===== src/rtl/avsd_pll_pkg.sv =====
// Shared types and default constants for the AVSD PLL lock detector.
// Optional feature macro: AVSD_PLL_PERIOD_AVG_EN (see avsd_pll_lock_det.sv).
package avsd_pll_pkg;

    // Lock state machine encoding; the codes are visible on the STATE port.
    typedef enum logic [1:0] {
        ST_IDLE   = 2'd0,
        ST_ACQ    = 2'd1,
        ST_TRACK  = 2'd2,
        ST_LOCKED = 2'd3
    } state_e;

    localparam int DEF_CNT_W      = 8;
    localparam int DEF_RATIO      = 8;
    localparam int DEF_TOL        = 1;
    localparam int DEF_LOCK_CNT   = 4;
    localparam int DEF_UNLOCK_CNT = 2;
    localparam int DEF_TIMEOUT    = 32;
    localparam int DEF_AVG_SH     = 2;

endpackage


===== src/rtl/avsd_edge_sync.sv =====
// Two-flop synchronizer for the asynchronous reference clock, followed by a
// delay flop so a single-cycle pulse marks each synchronized rising edge.
module avsd_edge_sync (
    input  logic clk_i,
    input  logic rst_i,
    input  logic async_i,
    output logic rise_o
);

    logic sync1_q;
    logic sync2_q;
    logic dly_q;

    // Synchronizer chain plus one delay stage for edge detection.
    always_ff @(posedge clk_i) begin
        if (rst_i) begin
            sync1_q <= 1'b0;
            sync2_q <= 1'b0;
            dly_q   <= 1'b0;
        end else begin
            sync1_q <= async_i;
            sync2_q <= sync1_q;
            dly_q   <= sync2_q;
        end
    end

    assign rise_o = sync2_q & ~dly_q;

endmodule


===== src/rtl/avsd_pll_lock_det.sv =====
// Frequency-ratio monitor and lock detector for the AVSD PLL clock domain.
// Counts CLK cycles between synchronized REF rising edges, reports the period
// and its signed error against RATIO, and runs a hysteretic lock FSM with a
// missing-reference timeout.
// Optional feature: define AVSD_PLL_PERIOD_AVG_EN to report PERIOD as an
// exponential average (shift AVG_SH); FREQ_ERR and lock decisions always use
// the raw measurement.
module avsd_pll_lock_det
    import avsd_pll_pkg::*;
#(
    parameter int CNT_W      = DEF_CNT_W,
    parameter int RATIO      = DEF_RATIO,
    parameter int TOL        = DEF_TOL,
    parameter int LOCK_CNT   = DEF_LOCK_CNT,
    parameter int UNLOCK_CNT = DEF_UNLOCK_CNT,
    parameter int TIMEOUT    = DEF_TIMEOUT,
    parameter int AVG_SH     = DEF_AVG_SH
) (
    input  logic                    CLK,
    input  logic                    RST,
    input  logic                    EN,
    input  logic                    REF,
    output logic [CNT_W-1:0]        PERIOD,
    output logic                    PERIOD_VLD,
    output logic signed [CNT_W:0]   FREQ_ERR,
    output logic                    LOCK,
    output logic                    NO_REF,
    output logic [1:0]              STATE
);

    localparam int GC_W = $clog2(LOCK_CNT + 1);
    localparam int BC_W = $clog2(UNLOCK_CNT + 1);
    localparam logic signed [CNT_W:0] RATIO_S = (CNT_W + 1)'(RATIO);
    localparam logic [CNT_W:0]        TOL_U   = (CNT_W + 1)'(TOL);
    localparam logic [CNT_W-1:0]      TMO_V   = CNT_W'(TIMEOUT);

    // Reject parameter sets where the counter could not hold the timeout or
    // the ratio would be unmeasurable.
    if (RATIO < 2 || TIMEOUT <= RATIO || TIMEOUT >= (1 << CNT_W) ||
        LOCK_CNT < 1 || UNLOCK_CNT < 1 || TOL < 0 || AVG_SH < 0) begin : g_param_chk
        $error("avsd_pll_lock_det: illegal parameter combination");
    end

    // Magnitude of a signed error, used for the tolerance window test.
    function automatic logic [CNT_W:0] mag(input logic signed [CNT_W:0] v);
        logic [CNT_W:0] r;
        if (v < 0) r = $unsigned(-v);
        else       r = $unsigned(v);
        return r;
    endfunction

    logic                   rise;
    state_e                 state_q, state_d;
    logic [CNT_W-1:0]       cnt_q, cnt_d;
    logic [GC_W-1:0]        good_q, good_d;
    logic [BC_W-1:0]        bad_q, bad_d;
    logic                   no_ref_q, no_ref_d;
    logic                   vld_q;
    logic [CNT_W-1:0]       per_q;
    logic [CNT_W-1:0]       per_new;
    logic signed [CNT_W:0]  err_q;
    logic signed [CNT_W:0]  meas_err;
    logic                   meas;
    logic                   tmo;
    logic                   good_win;

    avsd_edge_sync u_sync (
        .clk_i   (CLK),
        .rst_i   (RST),
        .async_i (REF),
        .rise_o  (rise)
    );

    // A measurement is the counter value at a rise while tracking or locked;
    // a rise always beats a coincident timeout.
    assign meas     = EN && rise && (state_q == ST_TRACK || state_q == ST_LOCKED);
    assign tmo      = EN && !rise && (state_q != ST_IDLE) && (cnt_q == TMO_V);
    assign meas_err = $signed({1'b0, cnt_q}) - RATIO_S;
    assign good_win = (mag(meas_err) <= TOL_U);

    // Window counter: restart at 1 on a rise, otherwise count up and hold at
    // the timeout value; idle or disabled keeps it cleared.
    always_comb begin
        cnt_d = cnt_q;
        if (!EN || state_q == ST_IDLE) begin
            cnt_d = '0;
        end else if (rise) begin
            cnt_d = CNT_W'(1);
        end else if (cnt_q != TMO_V) begin
            cnt_d = cnt_q + CNT_W'(1);
        end
    end

    // State register together with the hysteresis counters and NO_REF flag.
    always_ff @(posedge CLK) begin
        if (RST) begin
            state_q  <= ST_IDLE;
            cnt_q    <= '0;
            good_q   <= '0;
            bad_q    <= '0;
            no_ref_q <= 1'b0;
        end else begin
            state_q  <= state_d;
            cnt_q    <= cnt_d;
            good_q   <= good_d;
            bad_q    <= bad_d;
            no_ref_q <= no_ref_d;
        end
    end

    // Next-state logic: disable beats timeout, timeout beats normal tracking.
    always_comb begin
        state_d  = state_q;
        good_d   = good_q;
        bad_d    = bad_q;
        no_ref_d = no_ref_q;
        if (!EN) begin
            state_d  = ST_IDLE;
            good_d   = '0;
            bad_d    = '0;
            no_ref_d = 1'b0;
        end else if (tmo) begin
            state_d  = ST_ACQ;
            good_d   = '0;
            bad_d    = '0;
            no_ref_d = 1'b1;
        end else begin
            case (state_q)
                ST_IDLE: begin
                    state_d = ST_ACQ;
                end
                ST_ACQ: begin
                    if (rise) begin
                        state_d  = ST_TRACK;
                        good_d   = '0;
                        bad_d    = '0;
                        no_ref_d = 1'b0;
                    end
                end
                ST_TRACK: begin
                    if (rise) begin
                        bad_d = '0;
                        if (!good_win) begin
                            good_d = '0;
                        end else if (good_q == GC_W'(LOCK_CNT - 1)) begin
                            state_d = ST_LOCKED;
                            good_d  = '0;
                        end else begin
                            good_d = good_q + GC_W'(1);
                        end
                    end
                end
                ST_LOCKED: begin
                    if (rise) begin
                        good_d = '0;
                        if (good_win) begin
                            bad_d = '0;
                        end else if (bad_q == BC_W'(UNLOCK_CNT - 1)) begin
                            state_d = ST_TRACK;
                            bad_d   = '0;
                        end else begin
                            bad_d = bad_q + BC_W'(1);
                        end
                    end
                end
                default: state_d = ST_IDLE;
            endcase
        end
    end

    // Outputs decoded from the state register.
    always_comb begin
        LOCK   = (state_q == ST_LOCKED);
        STATE  = state_q;
        NO_REF = no_ref_q;
    end

`ifdef AVSD_PLL_PERIOD_AVG_EN
    localparam int ACC_W = CNT_W + AVG_SH;

    logic [ACC_W-1:0] acc_q, acc_d;
    logic             first_q;

    // One exponential-average step: acc += ((p << AVG_SH) - acc) >>> AVG_SH.
    function automatic logic [ACC_W-1:0] avg_step(input logic [ACC_W-1:0] acc,
                                                  input logic [CNT_W-1:0] p);
        logic signed [ACC_W:0] diff;
        diff = $signed({1'b0, ACC_W'(p) << AVG_SH}) - $signed({1'b0, acc});
        return acc + ACC_W'(diff >>> AVG_SH);
    endfunction

    // Accumulator next value: seeded by the first measurement after ACQ.
    always_comb begin
        acc_d = acc_q;
        if (meas) begin
            if (first_q) acc_d = ACC_W'(cnt_q) << AVG_SH;
            else         acc_d = avg_step(acc_q, cnt_q);
        end
    end

    // Seed flag re-arms whenever the monitor re-acquires or is disabled.
    always_ff @(posedge CLK) begin
        if (RST) begin
            first_q <= 1'b1;
        end else if (!EN || state_q == ST_ACQ) begin
            first_q <= 1'b1;
        end else if (meas) begin
            first_q <= 1'b0;
        end
    end

    // Accumulator storage; only read after the seed load.
    always_ff @(posedge CLK) begin
        acc_q <= acc_d;
    end

    assign per_new = acc_d[ACC_W-1:AVG_SH];
`else
    assign per_new = cnt_q;
`endif

    // Measurement outputs: one-cycle valid, PERIOD holds across disable.
    always_ff @(posedge CLK) begin
        if (RST) begin
            vld_q <= 1'b0;
            per_q <= '0;
            err_q <= '0;
        end else if (!EN) begin
            vld_q <= 1'b0;
            err_q <= '0;
        end else begin
            vld_q <= meas;
            if (meas) begin
                per_q <= per_new;
                err_q <= meas_err;
            end
        end
    end

    assign PERIOD     = per_q;
    assign PERIOD_VLD = vld_q;
    assign FREQ_ERR   = err_q;

endmodule

===== config.mk =====
export PLATFORM = sky130hd
export DESIGN_NAME = avsd_pll_lock_det
export DESIGN_NICKNAME = d
export VERILOG_FILES = /design/src/rtl/avsd_pll_pkg.sv /design/src/rtl/avsd_edge_sync.sv /design/src/rtl/avsd_pll_lock_det.sv
export SDC_FILE = /design/constraint.sdc
export NUM_CORES = 1
export LEC_CHECK = 0
export BUFFER_PORTS_ARGS = -buffer_cell sky130_fd_sc_hd__buf_2
export CELL_PAD_IN_SITES_DETAIL_PLACEMENT = 0
export CELL_PAD_IN_SITES_GLOBAL_PLACEMENT = 1
export CORE_MARGIN = 2
export CORE_UTILIZATION = 32
export CTS_BUF_LIST = sky130_fd_sc_hd__clkbuf_4 sky130_fd_sc_hd__clkbuf_8
export DETAILED_ROUTE_END_ITERATION = 16
export PLACE_DENSITY_LB_ADDON = 0.1
export SYNTH_ARGS = -nofsm -noshare
export SYNTH_HDL_FRONTEND = slang
export SYNTH_SLANG_ARGS = --single-unit

===== constraint.sdc =====
create_clock -name CLK -period 2.7 [get_ports CLK]
set_input_delay 0.27 -clock CLK [delete_from_list [all_inputs] [get_ports CLK]]
set_output_delay 0.27 -clock CLK [all_outputs]
set_load 0.02 [all_outputs]

== After elaboration in Yosys (flattened, before gate mapping) ==
Cells that the tools add are included.
W data, S select, Z words.
Word-level totals
  memories kept: 0
  bits in latches: 0
  word-level logic and storage cells: 99
  register bits after elaboration: 37
  output and inout port bits: 22
  memory bits (writable): 0
  input port bits: 4
  ROM bits: 0
Operators by class
  div/mod/pow operators: 0
  order comparisons: 2
  shift operators: 0
  multiplexer cells: 25
  bitwise gates (word level): 3
  equality and inequality tests: 23
  reduce and logical (&&, ||, !) cells: 28
  multipliers: 0
  $add $sub $neg: 5
Operators by type and width (number)
  $mux W2: 11
  $reduce_and A7 Y1: 2
  $mux W3: 4
  $ne A3 B3 Y1 const B: 4
  $reduce_bool A2 Y1: 6
  $ne A2 B1 Y1 const B: 5
  $le A9 B1 Y1 const B: 1
  $lt A9 B1 Y1 const B: 1
  $mux W9: 1
  $neg A9 Y9: 1
  $sub A8 B4 Y9 const B: 1
  $add A8 B1 Y8 const B: 1
  $eq A8 B6 Y1 const B: 1
  $ne A2 B2 Y1 const B: 4
  $ne A8 B6 Y1 const B: 1
  $pmux W2 S4: 1
  $reduce_or A2 Y1: 4
  $mux W1: 6
  $ne A3 B1 Y1 const B: 2
  $pmux W3 S2: 1
  $reduce_and A3 Y1: 2
  $reduce_or A3 Y1: 2
  $logic_and A1 B1 Y1: 5
  $eq A2 B1 Y1 const B: 2
  other kinds (12): 17

== Longest topological paths before layout ==
Gate-level depths: netlist of run 1.
  depth in word-level cells: 8
  depth in mapped cells: 9

== Hierarchy ==
From an unflattened synthesis of run 1, not the netlist that was laid out.
Second synthesis, totals
  cell total of the unflattened synthesis: 205
  area total of the unflattened synthesis: 1780.5 sq um
Modules (own cells, without submodules)
  avsd_pll_lock_det: cells an instance 198, instances 1, area an instance 1692.9 sq um, seq. area each 680.7 sq um
  avsd_edge_sync: cells an instance 7, instances 1, area an instance 87.6 sq um, seq. area each 60.1 sq um

== Worst setup path before layout of run 1 ==
Ideal clock, no wire load.
  path type: reg2reg
  from: register cnt_q[3]
  to: register state_q[1] (netlist: STATE[1])
  arrival: 1918 ps
  setup time: 86 ps
  buffers on the path: 0
  stages on the path, launching flop included: 9
  data required time: 2614 ps
  path slack: 696 ps
  path through: dfxtp_1 > inv_1 > ha_1 > xor2_1 > xor2_1 > and3_1 > a221o_1 > nand2b_1 > a211oi_1
On the way
  longest elaborated chain between the ends: 6
RTL lines
  start: declaration: line avsd_pll_lock_det.sv:54  | logic [CNT_W-1:0] cnt_q, cnt_d;
  start signal: assignment: line avsd_pll_lock_det.sv:104  | cnt_q <= cnt_d;
  $sub A8 B4 Y9 *: line avsd_pll_lock_det.sv:78  | assign meas_err = $signed({1'b0, cnt_q}) - RATIO_S;
  via meas_err[3]: line avsd_pll_lock_det.sv:62  | logic signed [CNT_W:0] meas_err;
  $neg A9 Y9 / $lt A9 B1 Y1 (equally long branches): line avsd_pll_lock_det.sv:47  | if (v < 0) r = $unsigned(-v);
  $mux W9 *: line avsd_pll_lock_det.sv:47
  $le A9 B1 Y1 *: line avsd_pll_lock_det.sv:79  | assign good_win = (mag(meas_err) <= TOL_U);
  $ne A2 B2 Y1 (no source line)
  $reduce_and A7 Y1 (no source line) *
  end signal: assignment: line avsd_pll_lock_det.sv:103  | state_q <= state_d;
  end: declaration: line avsd_pll_lock_det.sv:53  | state_e state_q, state_d;
Mark *: on every way through the listed nets, which the timed path passes. The rest lies on a longest branch.
A chain may end at the register's enable or synchronous reset.

== Worst setup path in the final report of run 1 ==
Same ends and word-level chain as after synthesis.

==> results of run 1 <==
cells in the final DEF, fill, tap and decap left out, types with 3 or more instances in the layout:
master / synthesis / final
nor3_1: 5 / 5
ha_1: 11 / 11
clkbuf_8: 0 / 5
buf_2: 2 / 25
dfxtp_1: 37 / 37
xor2_1: 4 / 4
inv_1: 9 / 9
nand2_1: 31 / 31
nor2_1: 19 / 19
nor2b_1: 6 / 6
o21ai_0: 3 / 3
xnor2_1: 7 / 7
a211oi_1: 5 / 5
a21oi_1: 19 / 19
nor3b_1: 3 / 3
nor4_1: 4 / 4
critical path, delay by kind of cell (launching register included):
family	cells	cell delay [ns]
xor+xnor	2	0.38
buf+inv	1	0.08
compound gates	2	0.57
fa+ha+maj	1	0.22
simple gates	2	0.38
flops	1	0.50
kinds of logic after synthesis:
| logic type | count (synthesis) | share of synthesized area (%) |
|---|---|---|
| AND/OR/NAND/NOR | 86 | 25.8 |
| flip-flops | 37 | 42.2 |
| AO/OA/AOI/OAI | 36 | 12.8 |
| buffers and inverters | 20 | 5.28 |
| XOR/XNOR | 11 | 5.49 |
| adder cells (fa/ha/maj) | 11 | 7.85 |
| multiplexers | 1 | 0.571 |
how the worst max path moves through the flow:
| stage | slack (ns) | cells after the start | startpoint | end |
|---|---|---|---|---|
| finish | 0.49 | 8 | cnt_q[3] | STATE[1] |
| global route | 0.33 | 8 | cnt_q[3] | bad_q[1] |
| CTS | 0.48 | 8 | cnt_q[3] | STATE[1] |
| detailed placement | 0.51 | 8 | cnt_q[3] | STATE[0] |
| global placement | 0.58 | 8 | cnt_q[3] | STATE[1] |
| floorplan | 0.70 | 8 | cnt_q[3] | STATE[1] |
through the flow:
stage	setup slack [ns]	cells	util [%]	area [sq um]
floorplan	0.696	202	-	1750
global placement	0.581	287	36.7	1910
detailed placement	0.507	287	36.7	1910
CTS	0.484	295	38.4	2000
global route	0.326	295	38.4	2000
finish	0.486	295	38.4	2000
sequential cells by signal, indices dropped and copies added, names as in the netlist:
signal	flops
PERIOD	8
cnt_q	8
NO_REF	1
good_q	3
PERIOD_VLD	1
u_sync.dly_q	1
u_sync.sync1_q	1
FREQ_ERR	9
u_sync.sync2_q	1
bad_q	2
STATE	2
power groups by stage:
stage                logic, W  clock network [W]  registers, W
floorplan           0.0000974                  0      0.000583
global placement     0.000133                  0      0.000580
detailed placement   0.000136                  0      0.000579
CTS                  0.000136           0.000400      0.000566
global route         0.000151           0.000430      0.000568
finish               0.000136           0.000386      0.000566
routing by layer:
| layer | part of all wire [%] | routed length, um | GRT usage (%) | up-vias |
|---|---|---|---|---|
| li1 | - | - | - | 733 |
| met1 | 49 | 1890 | 18.9 | 661 |
| met2 | 43 | 1660 | 19.8 | 41 |
| met3 | 6.8 | 265 | 3.91 | 7 |
| met4 | 1.7 | 65 | 5.26 | 0 |
| met5 | 0 | 0 | 0 | - |
final cells by class:
type	instances	area, sq um
inverters	10	37.5
clock buffers	6	76.3
clock inverters	2	10.0
well taps	70	87.6
multi-input cells	145	921
repair buffers	25	125
fillers	558	3210
flip-flops and latches	37	741
==> results.json, run 1 <==
{
  "outcome": "finished clean",
  "slew_headroom_pct": 36.5,
  "yosysSeqAreaShare_pct": 42.2,
  "grtUsageTotal_pct": 13.6,
  "ant_nets": 0,
  "ys_warn_count": 0,
  "clock-sinks": 37,
  "grt_antenna_before_repair": 0,
  "power.total_w": 0.00109,
  "synth_area_sq_um": 1750,
  "syn_avg_cell_area_sq_um": 8.68,
  "rr_worst_depth": 8,
  "yosys-top-cells-count": "dfxtp_1 (37), nand2_1 (31), a21oi_1 (19), nor2_1 (19), ha_1 (11)",
  "post-route-drc-count": 0,
  "clk_latency_ns": 0.29,
  "num_antenna_cells": 0,
  "hold_class": "primary input to flop",
  "cts_hold_buf": 0,
  "rr_endpoint": "STATE[1]",
  "die_height_um": 78.0,
  "holdCritStartpoint": "REF",
  "first_global_vias": 1353,
  "max-cap-violations": 0,
  "clk_pin_slew_ns": 0.08,
  "num_rows": 26,
  "maxSlewViolCount": 0,
  "crit_fanout": 9,
  "period_share_pct": 82.0,
  "total_leakage_power_nw": 0.774,
  "fin_skew_ns": 0.00651,
  "worstHoldPathCells": 2,
  "reg2reg_from": "cnt_q[3]",
  "crit_arrival_ns": 2.42,
  "rsz0062_at_grt": "no",
  "die-width_um": 78.0,
  "numCtsBuffers": 5,
  "yosys.cell_count.top_type": "dfxtp_1",
  "synth-main-ff-cell": "dfxtp_1",
  "critPathRequiredTime_ns": 2.91,
  "htreeDepth": 2,
  "postCtsSetupBuffers": 0,
  "synth.distinct_cells": 43,
  "via_per_inst": 4.89,
  "r2r_slack_ns": 0.49,
  "nets": 239,
  "cts-root-buf": "clkbuf_8",
  "drt_first_pass_iters": 4,
  "path_common_cell": "xor2_1",
  "core_sq_um": 5200,
  "final-hold-violation-count": 0,
  "min_to": "u_sync.sync1_q",
  "setup_tns_ns": 0,
  "period_needed_ns": 2.21,
  "p_sw_w": 0.000291,
  "async_flop_share_pct": 0,
  "fmax_mhz": 452,
  "power_frac_seq_pct": 52.0,
  "p_comb_share_pct": 12.5,
  "setup_viol": 0,
  "path_cells": "inv_1 -> ha_1 -> xor2_1 -> xor2_1 -> and3_1 -> a221o_1 -> nand2b_1 -> a211oi_1",
  "synth_cells": 202,
  "worst_slew_pin_slew_ns": 0.948,
  "first_iter_violations": 73,
  "io_pins": 26,
  "tritoncts": "yes",
  "vias": 1442,
  "gp_congestion": 0.841,
  "area_growth_pct": 13.9,
  "portBuffers": 25,
  "yosys-top-cells-area": "dfxtp_1 (42%), ha_1 (7.8%), nand2_1 (6.6%), a21oi_1 (5.4%), nor2_1 (4.1%)",
  "cts_max_path_buffers": 2,
  "internal_power_w": 0.000797,
  "grt_pass1_wl_um": 6570,
  "synth_nets": 217,
  "synth_top_cell_area_share_pct": 42.2,
  "crit_path_max_incr_delay_ns": 0.50,
  "critPathKind": "flop to flop",
  "synth_edf_count": 0,
  "grt-ovfl-total": 0,
  "ys_ff_latch": 37,
  "drive_gt1_share_pct": 18.2,
  "cts_resized": 0,
  "initial_core_util_pct": 33.7,
  "slowest_stage": "dfxtp_1",
  "die_area_sq_um": 6090,
  "dpl.hpwl_um": 2890,
  "sw_frac_of_total_pct": 26.8,
  "crit_path_start_kind": "flop",
  "cp-end-kind": "flop",
  "wl_per_cell_um": 13.1,
  "grt_max_degree": 18,
  "p_clk_share_pct": 35.5,
  "power.density_nw_per_um2": 545,
  "finalWirelength_um": 3880,
  "peakVddDrop_mv": 0.166,
  "hold_slack_ns": 0.200,
  "synth_top_cell_by_area": "dfxtp_1"
}
Power figures use the tool's default switching activity.
==> run 2: changes to the inputs <==
--- a/config.mk
+++ b/config.mk
@@ -5,6 +5,7 @@
 export SDC_FILE = /design/constraint.sdc
 export NUM_CORES = 1
 export LEC_CHECK = 0
+export ABC_AREA = 1
 export BUFFER_PORTS_ARGS = -buffer_cell sky130_fd_sc_hd__buf_2
 export CELL_PAD_IN_SITES_DETAIL_PLACEMENT = 0
 export CELL_PAD_IN_SITES_GLOBAL_PLACEMENT = 1
==> constraint.sdc (replaced) <==
create_clock -name CLK -period 2.3 [get_ports CLK]
set_input_delay 0.23 -clock CLK [delete_from_list [all_inputs] [get_ports CLK]]
set_output_delay 0.23 -clock CLK [all_outputs]
set_load 0.02 [all_outputs]
==> run 2 against run 1 <==
Final cell count rose by 18%. Clock skew is 0.0020 ns lower. Synthesized cell count grew 20%. First-iteration DRC count decreased by 27%. Global-route usage up 1.4 points. Register-to-register slack worse by 0.21 ns. Via count up 11%. Sequential power grew 16%. Non-clock buffer count grew 6. Flip-flop and latch count unchanged.
==> results.json, run 2 <==
{
  "die_height_um": 80.6,
  "rr_worst_depth": 16,
  "cts_max_path_buffers": 2,
  "crit_arrival_ns": 2.20,
  "grt_antenna_before_repair": 0,
  "crit_path_start_kind": "flop",
  "rr_endpoint": "STATE[1]",
  "peakVddDrop_mv": 0.179,
  "maxSlewViolCount": 0,
  "synth_nets": 258,
  "sw_frac_of_total_pct": 25.2,
  "die-width_um": 80.6,
  "power.density_nw_per_um2": 551,
  "grt_max_degree": 22,
  "grt_pass1_wl_um": 7310,
  "layout_common_cells": "dfxtp_1 (37), nand2_1 (35), nor2_1 (29), buf_2 (25)",
  "drive_gt1_share_pct": 24.3,
  "r2r_slack_ns": 0.28,
  "setup_viol": 0,
  "synth_area_sq_um": 1880,
  "power_frac_seq_pct": 54.2,
  "portBuffers": 25,
  "finalWirelength_um": 4430,
  "hold_class": "primary input to flop",
  "drt_first_pass_iters": 4,
  "nets": 290,
  "cts_hold_buf": 0,
  "synth.distinct_cells": 34,
  "p_comb_share_pct": 8.4,
  "final_common_cell": "dfxtp_1",
  "ys_ff_latch": 37,
  "period_needed_ns": 2.02,
  "vias": 1594,
  "grtUsageTotal_pct": 15.0,
  "period_share_pct": 87.8,
  "synth_top_cell_area_share_pct": 39.5,
  "power.total_w": 0.00121,
  "synth-main-ff-cell": "dfxtp_1",
  "num_rows": 27,
  "cts-root-buf": "clkbuf_8",
  "area_growth_pct": 16.8,
  "clock-sinks": 37,
  "largest_reg_flops": 9,
  "post-route-drc-count": 0,
  "yosys-top-cells-area": "dfxtp_1 (39%), ha_1 (7.3%), nand2_1 (7.0%), a21oi_1 (5.9%), nor2_1 (5.8%)",
  "syn_avg_cell_area_sq_um": 7.72,
  "yosysSeqAreaShare_pct": 39.5,
  "final-hold-violation-count": 0,
  "io_pins": 26,
  "gp_congestion": 0.798,
  "max-cap-violations": 0,
  "fin_skew_ns": 0.00452,
  "synth_top_cell_by_area": "dfxtp_1",
  "rsz0062_at_grt": "no",
  "total_leakage_power_nw": 0.952,
  "internal_power_w": 0.000904,
  "yosys-top-cells-count": "dfxtp_1 (37), nand2_1 (35), nor2_1 (29)",
  "tritoncts": "yes",
  "ys_warn_count": 0,
  "via_per_inst": 4.58,
  "worst_slew_pin_slew_ns": 0.412,
  "reg2reg_from": "cnt_q[3]",
  "clk_pin_slew_ns": 0.07,
  "die_area_sq_um": 6490,
  "core_sq_um": 5570,
  "cts_resized": 0,
  "crit_fanout": 6,
  "yosys.cell_count.top_type": "dfxtp_1",
  "async_flop_share_pct": 0,
  "min_to": "u_sync.sync1_q",
  "outcome": "finished clean",
  "postCtsSetupBuffers": 0,
  "p_clk_share_pct": 37.5,
  "dpl.hpwl_um": 3400,
  "wl_per_cell_um": 12.7,
  "htreeDepth": 2,
  "fmax_mhz": 495,
  "setup_tns_ns": 0,
  "num_antenna_cells": 0,
  "critPathKind": "flop to flop",
  "worstHoldPathCells": 3,
  "critPathRequiredTime_ns": 2.48,
  "clk_latency_ns": 0.29,
  "ant_nets": 0,
  "p_sw_w": 0.000304,
  "holdCritStartpoint": "REF",
  "cp-end-kind": "flop",
  "synth_cells": 243,
  "grt-ovfl-total": 0,
  "initial_core_util_pct": 33.6,
  "first_iter_violations": 53,
  "first_global_vias": 1477,
  "slew_headroom_pct": 72.3,
  "synth_edf_count": 0,
  "numCtsBuffers": 5
}
==> run 2: changes by cell type in the layout (fill, tap and decap cells not counted), moves of 4 or more <==
| cell | before | now |
|---|---|---|
| inv_1 | 9 | 22 |
| nand3_1 | 1 | 14 |
| nor2_1 | 19 | 29 |
| inv_2 | 1 | 9 |
| buf_4 | 0 | 6 |
| nor2b_1 | 6 | 0 |
| xnor2_1 | 7 | 1 |
| nand2_1 | 31 | 35 |
| nand3_2 | 0 | 4 |
| nor4_1 | 4 | 0 |
| o21ai_0 | 3 | 7 |
==> run 2: cells by family (layout without fill, tap and decap cells) <==
group,Yosys count,after routing,synth area share (%)
DFF,37,37,39.5
AOI/OAI and AO/OA,44,44,13.6
adders and majority gates,11,11,7.34
xor gates and xnor gates,6,6,2.80
and+or+nand+nor,106,106,28.5
buffers and inverters,39,72,8.27
==> run 2: layout make-up <==
cell class	count	area [sq um]
Tap cell	72	90.1
Fill cell	590	3380
Inverter	33	124
Sequential cell	37	741
Clock inverter	2	10.0
Clock buffer	6	76.3
Timing Repair Buffer	31	170
Multi-Input combinational cell	167	980
==> run 2: worst max path at each step <==
stage	start	endpoint	depth (start not counted)
2_1_floorplan	STATE[0]	FREQ_ERR[3]	8
3_3_place_gp	cnt_q[3]	STATE[0]	16
3_5_place_dp	cnt_q[3]	STATE[0]	16
4_1_cts	cnt_q[3]	STATE[0]	16
5_1_grt	cnt_q[0]	STATE[1]	12
6_report	cnt_q[3]	STATE[1]	16
==> run 2: metal layers <==
metal	share of wire, %	vias to the layer above	track usage, %	routed length (um)
li1	-	856	-	-
met3	4.8	5	4.04	214
met2	42	34	22.1	1880
met1	51	699	20.9	2280
met5	0	-	0	0
met4	1.3	0	5.08	58
==> run 2: per-stage QoR <==
stage                     cells  utilization [%]  instance area (sq um)  hold slack [ns]  worst slack, ns
after floorplan             243                -                   1880            0.308            0.395
after global placement      340             37.8                   2100            0.408            0.254
after detailed placement    340             37.8                   2100            0.405            0.281
after CTS                   348             39.3                   2190            0.135            0.254
after global routing        348             39.3                   2190            0.144           0.0522
final                       348             39.3                   2190            0.141            0.280
==> run 2: critical path, cell delays in order, from the launching register on <==
cell and delay [ns]:
dfxtp_1 0.48, inv_2 0.12, ha_1 0.26, inv_1 0.06
nand2_1 0.07, nand2_1 0.13, inv_2 0.06, nand3_2 0.06
nand3_2 0.05, nand2_1 0.10, inv_2 0.06, nand2_4 0.10
nand3_2 0.07, nand2_2 0.07, nand3_1 0.08, nand2_1 0.08
a21oi_1 0.05
==> run 2: power by group through the flow <==
stage / sequential [W] / combinational (W) / clock (W)
final: 0.000654 / 0.000101 / 0.000453
after global routing: 0.000655 / 0.000117 / 0.000504
after CTS: 0.000654 / 0.000103 / 0.000478
after detailed placement: 0.000669 / 0.000103 / 0
after global placement: 0.000669 / 0.000104 / 0
after floorplan: 0.000672 / 0.0000696 / 0
